`config.mk`:
```
export PLATFORM = sky130hd
export DESIGN_NAME = alu_ctrl
export DESIGN_NICKNAME = d
export VERILOG_FILES = /design/src/rtl/alu_ctrl.sv
export SDC_FILE = /design/constraint.sdc
export NUM_CORES = 1
export LEC_CHECK = 0
export CORE_MARGIN = 5
export CORE_UTILIZATION = 36
export CTS_CLUSTER_SIZE = 40
export DETAILED_ROUTE_END_ITERATION = 10
export GPL_TIMING_DRIVEN = 0
export PLACE_DENSITY = 0.85
export SLEW_MARGIN = 10
export SYNTH_ARGS = -nofsm -noshare
export SYNTH_HDL_FRONTEND = slang
export SYNTH_SLANG_ARGS = --single-unit
```
`constraint.sdc`:
```
create_clock -name clk -period 1.5 [get_ports clk]
set_clock_uncertainty 0.15 [all_clocks]
set_input_delay 0.375 -clock clk [delete_from_list [all_inputs] [get_ports clk]]
set_output_delay 0.375 -clock clk [all_outputs]
set_load 0.05 [all_outputs]
```
`src/rtl/alu_ctrl.sv`:
```
// alu_ctrl: sequencer in front of an 8-bit combinational alu.
// Owns the accumulator and accepts one instruction per valid/ready handshake.
// It drives the alu inputs and holds them for SETTLE cycles.
// It then writes alu_out back into the accumulator and pulses done.
module alu_ctrl #(
    parameter int WIDTH  = 8,
    parameter int SETTLE = 1
) (
    input  logic             clk,
    input  logic             rst,
    input  logic             in_valid,
    output logic             in_ready,
    input  logic [2:0]       in_op,
    input  logic [WIDTH-1:0] in_data,
    output logic [WIDTH-1:0] alu_accum,
    output logic [WIDTH-1:0] alu_data,
    output logic [2:0]       alu_opcode,
    input  logic [WIDTH-1:0] alu_out,
    output logic [WIDTH-1:0] acc,
    output logic             zero,
    output logic             done,
    output logic             busy
);

    // Settle counter only needs to hold SETTLE-1; keep at least one bit.
    localparam int             CW       = (SETTLE > 1) ? $clog2(SETTLE) : 1;
    localparam logic [CW-1:0]  CNT_INIT = CW'(SETTLE - 1);
    localparam logic [2:0]     OP_ACC   = 3'b110;

    typedef enum logic [1:0] {
        S_IDLE = 2'd0,
        S_EXEC = 2'd1,
        S_WB   = 2'd2
    } state_t;

    state_t           r_state;
    state_t           w_state_next;
    logic [CW-1:0]    r_cnt;
    logic [WIDTH-1:0] r_acc;
    logic             r_zero;
    logic [WIDTH-1:0] r_data;
    logic [2:0]       r_opcode;
    logic             r_done;
    logic             w_accept;

    assign w_accept = in_valid & in_ready;

    // State register; reset aborts any instruction in flight.
    always_ff @(posedge clk) begin
        if (rst) begin
            r_state <= S_IDLE;
        end else begin
            r_state <= w_state_next;
        end
    end

    // Next-state logic: IDLE -> EXEC on handshake, EXEC for SETTLE cycles, then one WB cycle.
    always_comb begin
        w_state_next = r_state;
        case (r_state)
            S_IDLE:  if (w_accept) w_state_next = S_EXEC;
            S_EXEC:  if (r_cnt == '0) w_state_next = S_WB;
            S_WB:    w_state_next = S_IDLE;
            default: w_state_next = S_IDLE;
        endcase
    end

    // Handshake and status outputs depend on state only (plus reset), never on in_valid.
    always_comb begin
        in_ready = (r_state == S_IDLE) & ~rst;
        busy     = (r_state != S_IDLE);
    end

    // Datapath: latch the instruction on accept, count the settle time, write back in WB.
    always_ff @(posedge clk) begin
        if (rst) begin
            r_acc    <= '0;
            r_zero   <= 1'b1;
            r_data   <= '0;
            r_opcode <= OP_ACC;
            r_done   <= 1'b0;
            r_cnt    <= '0;
        end else begin
            r_done <= 1'b0;
            case (r_state)
                S_IDLE: begin
                    if (w_accept) begin
                        r_opcode <= in_op;
                        r_data   <= in_data;
                        r_cnt    <= CNT_INIT;
                    end
                end
                S_EXEC: begin
                    if (r_cnt != '0) r_cnt <= r_cnt - 1'b1;
                end
                S_WB: begin
                    // zero is computed from the same value written to acc, so it is never stale.
                    r_acc  <= alu_out;
                    r_zero <= (alu_out == '0);
                    r_done <= 1'b1;
                end
                default: ;
            endcase
        end
    end

    assign acc        = r_acc;
    assign alu_accum  = r_acc;
    assign zero       = r_zero;
    assign alu_data   = r_data;
    assign alu_opcode = r_opcode;
    assign done       = r_done;

endmodule

```
==> metrics.csv <==
metric,value,unit
Yosys reg bits,23,
final WL,2.406,mm
first-pass GRT wire length,3.739,mm
"delay-heaviest family, CP",flip-flops,
via count,903,
leakage dissipation,0.6559,nW
final setup fails,2,
# diodes,0,
post-synthesis cell area,903.4,µm²
Final Hold Viols,0,
top-count cell post-synth,nand2_1,
Final Wtd Congestion,0.8165,
CTS tree,built,
final max-slew violation count,0,
vias in the first global route,852,
CP Cell Sequence,"or2_4, nor2_4, buf_8",
cell accounting for the most synthesized area,dfxtp_1,
post-synthesis cell count,106,
critical path arrival,1.14,ns
DRC viols,0,
Cell Pwr Density,878.2,nW/µm²
Pwr Total,0.001320,W
"Buf+Inv Stages, Crit Path",1,
"Reg clk slew, reported paths",0.12,ns
syn_nets,128,
CP max stage delay,0.36,ns
Layout Nets,192,
WHS,0.2978,ns
die outline width,60.10,µm
number of CTS-inserted buffers,3,
Worst R2R Path Depth,5,
post-route setup slack,-0.1692,ns
clk buf depth,2,
status,"finished, violations left",
reg2reg setup slack,0.07,ns
failing checks,negative setup slack,
synth warn,0,
gr usage total,0.1326,
Post-DRT Antenna Nets,0,
CP startpoint kind,flip-flop,
max layer used,met3,
chip height,60.10,µm
critical path type,flip-flop to output port,
area grow syn2layout,66.34,%
Core Area,2432,µm²
largest net degree at the start of global routing,13,
met1 WL,931,µm
hold worst-path end,alu_data[1],
worst path required time,0.97,ns
Hold WC Path Type,input port to flip-flop,
DR WL met2,1.151,mm
Final min period,1.669,ns
R2R Path Start,r_state[1],
Worst Max-Slew Pin Slew,0.2648,ns
Crit Reg-Reg Endpoint,alu_data[5],
post-synth cell types,16,
slowest CP cell,dfxtp_4,
Vias per Instance,4.538,
syn avg cell area,8.522,µm²
fraction of the cycle the final worst path needs,1.113,
Final Core Density,0.6178,
Max-slew headroom,0.8247,
worst skew pair latency,0.29,ns
critical-path maximum fanout,2,
largest cells by area after synthesis,"dfxtp_1, nand2_1, buf_4",
CTS H-Tree Depth,1,
"EDFF count, synth",0,
max-cap viol count,0,
share of flip-flops with an asynchronous set or reset,0,
top_reg_cell synth,dfxtp_1,
min-delay src,rst,
Row Count,18,
"top cells by count, synth","nand2_1, dfxtp_1, nand2b_1, o21ai_0",
Critical Path Sink Type,output port,
Starting Density,0.3714,
hold depth,3,
Yosys top cell area share,0.5097,
initial antenna violation count,0,
GRT overflow,0,
WL met3,324,µm
Worst VDD drop,0.0005275,V
number of I/O port buffers,52,
Fmax achieved,599.1,MHz
root buffer cell,clkbuf_4,
post-DR wirelength/cell,12.09,µm
HPWL Detailed,1.828,mm
IO Count,53,
RSZ-0062 raised after global routing,yes,
sequential share of the synthesized area,0.5097,
share of cells above drive strength 1,0.4083,
setup TNS,-0.3150,ns
First-pass DRT Iterations,4,
clock sink count,23,
die area,3611,µm²
Iteration-0 DRC Markers,13,
[where the power goes]
part           switching, W  internal [W]  total [W]  leakage, nW
registers         0.0000197      0.000645   0.000665        0.194
logic              0.000231      0.000154   0.000385        0.447
clock network      0.000167      0.000103   0.000270       0.0150
[worst register-to-register path: stages (launching register included)]
cell and delay [ns]:
dfxtp_4 0.36, buf_4 0.14, nor4b_4 0.27, buf_4 0.19, buf_4 0.14, o21ai_0 0.08
[flip-flops by register name (all words and copies together), names as in the netlist]
signal / flops
acc: 8
alu_data: 8
alu_opcode: 3
r_state: 2
done: 1
zero: 1
[layout make-up]
cell class	count	area, µm²
Tap cell	30	37.54
Clock buffer	4	26.28
Buffer	14	111.4
Sequential cell	23	478.0
Fill cell	228	929.6
Timing Repair Buffer	59	495.5
Multi-Input combinational cell	69	354.1
[metal layers]
metal / up-vias / global-route usage
met5: - / 0
li1: 460 / -
met2: 44 / 0.2377
met4: 0 / 0.02848
met3: 0 / 0.04320
met1: 399 / 0.1516
[kinds of logic after synthesis]
logic type,after synthesis,share of synthesized area
buffers and inverters,14,0.1094
AND/OR/NAND/NOR,49,0.2701
flip-flops,23,0.5097
AO/OA/AOI/OAI,20,0.1108
[placed cells by master, fill, tap and decap left out]
master and n:
dfxtp_2 8, buf_2 16, buf_4 16, o21ai_0 10, nand2_1 28, clkdlybuf4s50_1 20, clkbuf_1 1, nor2_1 3
a21oi_1 9, dfxtp_1 13, o21ai_1 1, nand2b_1 10, nor4b_4 1, buf_8 1, or2_4 1, buf_6 11
nor4_1 2, nand3_1 1, dfxtp_4 2, nor2_4 1, nor2b_1 1, nor3b_1 1, clkbuf_4 12
[stage by stage]
stage	cell area [µm²]	worst slack, ns	cells
floorplan	914.6	0.009421	106
global route	1503	-0.2298	199
CTS	1393	-0.1896	193
finish	1503	-0.1692	199
detailed placement	1473	-1.250	188
global placement	1473	-1.243	188
[repair_timing]
action                     in CTS  in global routing
pin swaps                       1                  1
setup endpoints to repair      46                 35
buffers inserted                1                  4
resized for setup             178                 26
hold buffers                    0                  0
gates cloned                    0                  2
[how the worst max path moves through the flow]
stage | startpoint | slack (ns) | cells past startpoint | to
after floorplan | r_state[1] | 0.009 | 2 | in_ready
after global placement | rst | -1.24 | 5 | in_ready
after detailed placement | rst | -1.25 | 5 | in_ready
after CTS | r_state[1] | -0.19 | 3 | in_ready
after global routing | r_state[0] | -0.23 | 3 | in_ready
final | r_state[1] | -0.17 | 3 | in_ready
No activity file was read; power rests on OpenSTA's default activity.
